`src/rtl/median3x3_stream.sv`:
```
// median3x3_stream: streaming 3x3 median filter with border pass-through and valid/ready handshakes.
// Define ADAPTIVE_MEDIAN_EN to filter only salt/pepper (0 or all-ones) interior centres.
module median3x3_stream #(
    parameter int DATA_W = 8,
    parameter int IMG_W  = 430,
    parameter int IMG_H  = 554
) (
    input  logic                     clk,
    input  logic                     rst,
    input  logic                     start,
    input  logic [DATA_W-1:0]        in_pix,
    input  logic                     in_valid,
    output logic                     in_ready,
    output logic [DATA_W-1:0]        out_pix,
    output logic                     out_valid,
    input  logic                     out_ready,
    output logic [2:0]               State,
    output logic [$clog2(IMG_H)-1:0] Row_o,
    output logic [$clog2(IMG_W)-1:0] Col_o,
    output logic                     done
);
    localparam int RW = $clog2(IMG_H);
    localparam int CW = $clog2(IMG_W);
    localparam int AW = $clog2(IMG_W*IMG_H+1);
    localparam int NW = $clog2(IMG_W+2);
    localparam int LB = 2*IMG_W+2;
    localparam logic [AW-1:0] FILL_LAST = AW'(IMG_W);
    localparam logic [AW-1:0] RUN_LAST  = AW'(IMG_W*IMG_H-1);
    localparam logic [NW-1:0] DRAIN_N   = NW'(IMG_W+1);
    localparam logic [RW-1:0] ROW_LAST  = RW'(IMG_H-1);
    localparam logic [CW-1:0] COL_LAST  = CW'(IMG_W-1);
    // Compare-exchange pairs {lo_idx, hi_idx} of the 19-element median-of-9 network, first pair in the MSBs.
    localparam logic [151:0] PAIRS = 152'h12_45_78_01_34_67_12_45_78_03_58_47_36_14_25_47_42_64_42;

    typedef enum logic [2:0] {IDLE = 3'd0, FILL = 3'd1, RUN = 3'd2, DRAIN = 3'd3, DONE = 3'd4} state_t;

    state_t            state_q, state_d;
    logic [AW-1:0]     acc_q, acc_d;
    logic [NW-1:0]     drn_q, drn_d;
    logic [RW-1:0]     gen_r_q, gen_r_d, row_q, row_d;
    logic [CW-1:0]     gen_c_q, gen_c_d, col_q, col_d;
    logic [DATA_W-1:0] pix_q, pix_d;
    logic              vld_q, vld_d, done_q, done_d;
    logic [DATA_W-1:0] lb_q [LB];
    logic [DATA_W-1:0] lb_d [LB];
    logic              slot, accept, load, border, use_med;
    logic [DATA_W-1:0] centre, med;

    function automatic logic [DATA_W-1:0] med9(input logic [9*DATA_W-1:0] w);
        logic [DATA_W-1:0] v [9];
        logic [DATA_W-1:0] t;
        logic [3:0]        a, b;
        for (int i = 0; i < 9; i++) v[i] = w[i*DATA_W +: DATA_W];
        for (int i = 0; i < 19; i++) begin
            a = PAIRS[(18-i)*8+4 +: 4];
            b = PAIRS[(18-i)*8 +: 4];
            if (v[a] > v[b]) begin
                t    = v[a];
                v[a] = v[b];
                v[b] = t;
            end
        end
        return v[4];
    endfunction

    // lb_q[i] holds the pixel accepted i+1 slots ago; in_pix is the window's bottom-right corner.
    always_comb begin
        slot     = !vld_q || out_ready;
        in_ready = (state_q == FILL) || (state_q == RUN && slot);
        accept   = in_valid && in_ready;
        load     = (state_q == RUN && accept) || (state_q == DRAIN && slot && drn_q != '0);
        centre   = lb_q[IMG_W];
        border   = gen_r_q == '0 || gen_r_q == ROW_LAST || gen_c_q == '0 || gen_c_q == COL_LAST;
        med      = med9({in_pix, lb_q[0], lb_q[1],
                         lb_q[IMG_W-1], lb_q[IMG_W], lb_q[IMG_W+1],
                         lb_q[2*IMG_W-1], lb_q[2*IMG_W], lb_q[2*IMG_W+1]});
`ifdef ADAPTIVE_MEDIAN_EN
        use_med  = !border && (centre == '0 || centre == '1);
`else
        use_med  = !border;
`endif
    end

    // Drain loads shift too, so the centre tap keeps walking through the last row.
    always_comb begin
        lb_d[0] = (accept || load) ? in_pix : lb_q[0];
        for (int i = 1; i < LB; i++) lb_d[i] = (accept || load) ? lb_q[i-1] : lb_q[i];
    end

    always_comb begin
        state_d = state_q;
        acc_d   = accept ? acc_q + 1'b1 : acc_q;
        drn_d   = (state_q == DRAIN && load) ? drn_q - 1'b1 : drn_q;
        gen_r_d = gen_r_q;
        gen_c_d = gen_c_q;
        row_d   = load ? gen_r_q : row_q;
        col_d   = load ? gen_c_q : col_q;
        pix_d   = load ? (use_med ? med : centre) : pix_q;
        vld_d   = load || (vld_q && !out_ready);
        if (load) begin
            gen_c_d = (gen_c_q == COL_LAST) ? '0 : gen_c_q + 1'b1;
            gen_r_d = (gen_c_q == COL_LAST) ? gen_r_q + 1'b1 : gen_r_q;
        end
        unique case (state_q)
            IDLE: begin
                acc_d   = '0;
                drn_d   = DRAIN_N;
                gen_r_d = '0;
                gen_c_d = '0;
                state_d = start ? FILL : IDLE;
            end
            FILL:    state_d = (accept && acc_q == FILL_LAST) ? RUN : FILL;
            RUN:     state_d = (accept && acc_q == RUN_LAST) ? DRAIN : RUN;
            DRAIN:   state_d = (drn_q == '0 && vld_q && out_ready) ? DONE : DRAIN;
            DONE:    state_d = IDLE;
            default: state_d = IDLE;
        endcase
        done_d = state_d == DONE;
    end

    always_ff @(posedge clk) begin
        lb_q <= lb_d;
        if (!rst) begin
            state_q <= IDLE;
            acc_q   <= '0;
            drn_q   <= '0;
            gen_r_q <= '0;
            gen_c_q <= '0;
            row_q   <= '0;
            col_q   <= '0;
            pix_q   <= '0;
            vld_q   <= 1'b0;
            done_q  <= 1'b0;
        end else begin
            state_q <= state_d;
            acc_q   <= acc_d;
            drn_q   <= drn_d;
            gen_r_q <= gen_r_d;
            gen_c_q <= gen_c_d;
            row_q   <= row_d;
            col_q   <= col_d;
            pix_q   <= pix_d;
            vld_q   <= vld_d;
            done_q  <= done_d;
        end
    end

    assign out_pix   = pix_q;
    assign out_valid = vld_q;
    assign State     = state_q;
    assign Row_o     = row_q;
    assign Col_o     = col_q;
    assign done      = done_q;
endmodule

```
`config.mk`:
```
export PLATFORM = sky130hd
export DESIGN_NAME = median3x3_stream
export DESIGN_NICKNAME = d
export VERILOG_FILES = /design/src/rtl/median3x3_stream.sv
export SDC_FILE = /design/constraint.sdc
export NUM_CORES = 2
export LEC_CHECK = 0
export CAP_MARGIN = 20
export CORE_ASPECT_RATIO = 1.2
export CORE_MARGIN = 2
export CORE_UTILIZATION = 56
export CTS_CLUSTER_SIZE = 14
export DETAILED_ROUTE_END_ITERATION = 6
export PLACE_DENSITY_LB_ADDON = 0.25
export SLEW_MARGIN = 20
export SYNTH_ARGS = -nofsm -noshare
export SYNTH_HDL_FRONTEND = slang
export SYNTH_SLANG_ARGS = --single-unit
```
`constraint.sdc`:
```
create_clock -name clk -period 93 [get_ports clk]
set_clock_uncertainty 0.15 [all_clocks]
set_input_delay 9.3 -clock clk [delete_from_list [all_inputs] [get_ports clk]]
set_output_delay 9.3 -clock clk [all_outputs]
set_load 0.02 [all_outputs]
```
==> impl_metrics.tcl <==
set metrics [dict create \
    cts_setup_buffers 0 \
    p_leak_nw 78.3 \
    die_width_um 572 \
    grt_usage 0.139 \
    drt_iter0_markers 7335 \
    io_pins 46 \
    max_cap_violations 0 \
    crit_top_cell "o21ai_0" \
    cts_resized 0 \
    required_ns 93.79 \
    cpPeakStageDelay_ns 0.75 \
    start_kind "input port" \
    power_mw 6.79 \
    yosysMostFrequentCell "edfxtp_1" \
    status "finished clean" \
    cts-root-buf "clkbuf_16" \
    nFillCells 24700 \
    async_reset_ff_frac 0 \
    cts_tree "built" \
    cts_sinks 6974 \
    via_per_inst 5.11 \
    crit_path_end_kind "register" \
    ys_warn_count 0 \
    grt_pass1_wl_mm 430 \
    die_area_um2 393000 \
    timing.critical_path.buf_inv 13 \
    port_buffers 45 \
    synthTopCellsByArea "edfxtp_1 (95%), ha_1 (0.90%), dfxtp_1 (0.72%)" \
    vias 74600 \
    hold_viol_final 0 \
    gp_congestion 0.738 \
    hp-class "register to register" \
    dieHeight_um 686 \
    antenna_found_initial 3 \
    drt-total-wl_mm 278 \
    fin_tns_setup_ns 0 \
    first_global_vias 74100 \
    core_um2 386000 \
    initial_core_util 0.562 \
    final_layout_size_suffix_gt1_frac 0.0995 \
    grt_max_degree 229 \
    arrival_ns 28.62 \
    post-dp-hpwl_mm 132 \
    synthTopCellsByCount "edfxtp_1 (6896), nand2_1 (162), ha_1 (156)" \
    cp_max_fo 25 \
    crit_family "compound AO/OA/AOI/OAI gates" \
    htreeDepth 6 \
    clockBufferDepth 4 \
    ys_ff_latch 6974 \
    power_density_nw_per_um2 27.9 \
    rows 250 \
    ys_seq_area_frac 0.961 \
    multi_input_area_um2 7870 \
    max_freq_mhz 35.9 \
    syn_area_per_cell_um2 26.3 \
    finalMaxSlewViolations 0 \
    cts_made_buffers 628 \
    yosys.area.top_type_share 0.954 \
    slowest_stage "a21oi_1" \
    slew_headroom 0.228 \
    rsz0062_at_grt "false" \
    seq_area_um2 209000 \
    synth_edf_count 6896 \
    clkLatencyLatePin_ns 1.05 \
    setup-violations-final 0 \
    wire_per_inst_um 19.0 \
    yosysUniqueCellTypes 70 \
    worstMarginPinSlew_ns 1.16 \
    synth-main-ff-cell "edfxtp_1" \
    area_delta_synth_final_pct 12.3 \
    synth_nets 8427 \
    cts_hold_buf 0 \
    dr.pass1.iters 5 \
    overflow 0 \
    min_period_over_period 0.299 \
    drc 0 \
    ir_worst_vdd_v 0.0000532 \
    path_clk_slew_ns 0.07 \
    critPathKind "input port to register" \
    syn_area_um2 217000 \
    postRouteAntennaNets 0 \
    synthCells 8258 \
    yosysTopAreaCell "edfxtp_1" \
    final_nets 9143 \
    period_needed_ns 27.83 \
]
[flip-flops by register name (all words and copies together) (netlist names)]
signal     cells
gen_r_q       10
gen_c_q        9
State          3
Col_o          9
out_valid      1
out_pix        8
done           1
Row_o         10
lb_q        6888
centre         8
acc_q         18
drn_q          9
[layout make-up]
class / count / area share
sequential: 6974 / 0.855
clock buffer: 800 / 0.0676
multi-input combinational: 1120 / 0.0323
tap: 5166 / 0.0265
clock inverter: 291 / 0.0103
timing repair buffer: 138 / 0.00609
inverter: 112 / 0.00172
antenna: 6 / 0.0000616
[routing by layer]
layer  track usage  vias up  wire length [um]  share of wire
met1         0.232    38200            143000           0.51
li1              -    34600                 -              -
met5             0        -                 0              0
met2         0.187     1233            117000           0.42
met3        0.0251      535             11000          0.040
met4        0.0446        0              7480          0.027
[power by group]
group / leakage, nW / internal, mW / switching, mW
sequential: 64.4 / 3.57 / 0.0312
clock: 9.20 / 1.31 / 1.07
combinational: 4.70 / 0.277 / 0.538
total: 78.3 / 5.15 / 1.64
[placed cells by master (no fill, tap or decap), types with 8 or more instances in the layout]
master              n
a21oi_1           128
buf_4              62
clkinv_2           57
mux2i_1            70
and3_1             14
xor2_1             27
and2_1              9
dfxtp_1            78
clkinv_16          14
o21a_1             24
or3_1               8
nor2_1             94
mux2_2             37
a211oi_1           10
bufinv_16          16
o21ai_1            15
nand4_1            30
inv_16             13
edfxtp_1         6896
xnor2_1            11
nand2_1           162
nor2b_1            24
clkbuf_16         632
clkdlybuf4s50_1    45
inv_6              19
a21o_1             29
nand2b_1           15
clkbuf_1          165
buf_6              10
clkinv_1          147
nand3_1            39
o21ai_0            98
nor3_1             21
clkinv_8           17
buf_12             16
inv_1             111
ha_1              156
[metrics by stage]
stage | hold WS, ns | setup slack (ns) | std cells | cell area (um^2) | utilization
floorplan | 0.250 | 32.09 | 8258 | 217000 | -
global placement | 0.251 | 63.01 | 13500 | 225000 | 0.582
detailed placement | 0.255 | 63.54 | 13500 | 225000 | 0.582
CTS | 0.208 | 64.58 | 14600 | 244000 | 0.631
global route | 0.212 | 63.31 | 14600 | 244000 | 0.631
finish | 0.214 | 65.17 | 14600 | 244000 | 0.631
[worst paths after layout]
| kind | startpoint | end | slack, ns | depth (start not counted) |
|---|---|---|---|---|
| setup reg to reg | lb_q[6889] | out_pix[1] | 73.61 | 87 |
| setup / recovery | in_pix[1] | out_pix[1] | 65.17 | 89 |
| hold reg to reg | lb_q[6822] | lb_q[6814] | 0.21 | 0 |
| hold / removal | lb_q[6822] | lb_q[6814] | 0.21 | 0 |
[logic make-up after synthesis]
family	after synthesis	synth area share
adders and majority gates	156	0.00899
buffers and inverters	164	0.00289
muxes	111	0.00548
DFF	6974	0.961
AOI/OAI and AO/OA	364	0.0102
xor gates and xnor gates	38	0.00153
and+or+nand+nor	451	0.00997
[worst reg2reg max path, delay by kind of cell, from the launching register on]
family | cells | cell delay (ns)
fa+ha+maj | 9 | 2.86
mux | 4 | 1.23
compound gates | 43 | 9.67
simple gates | 20 | 2.76
flops | 1 | 0.45
buf+inv | 11 | 2.22
Power figures use the tool's default switching activity.
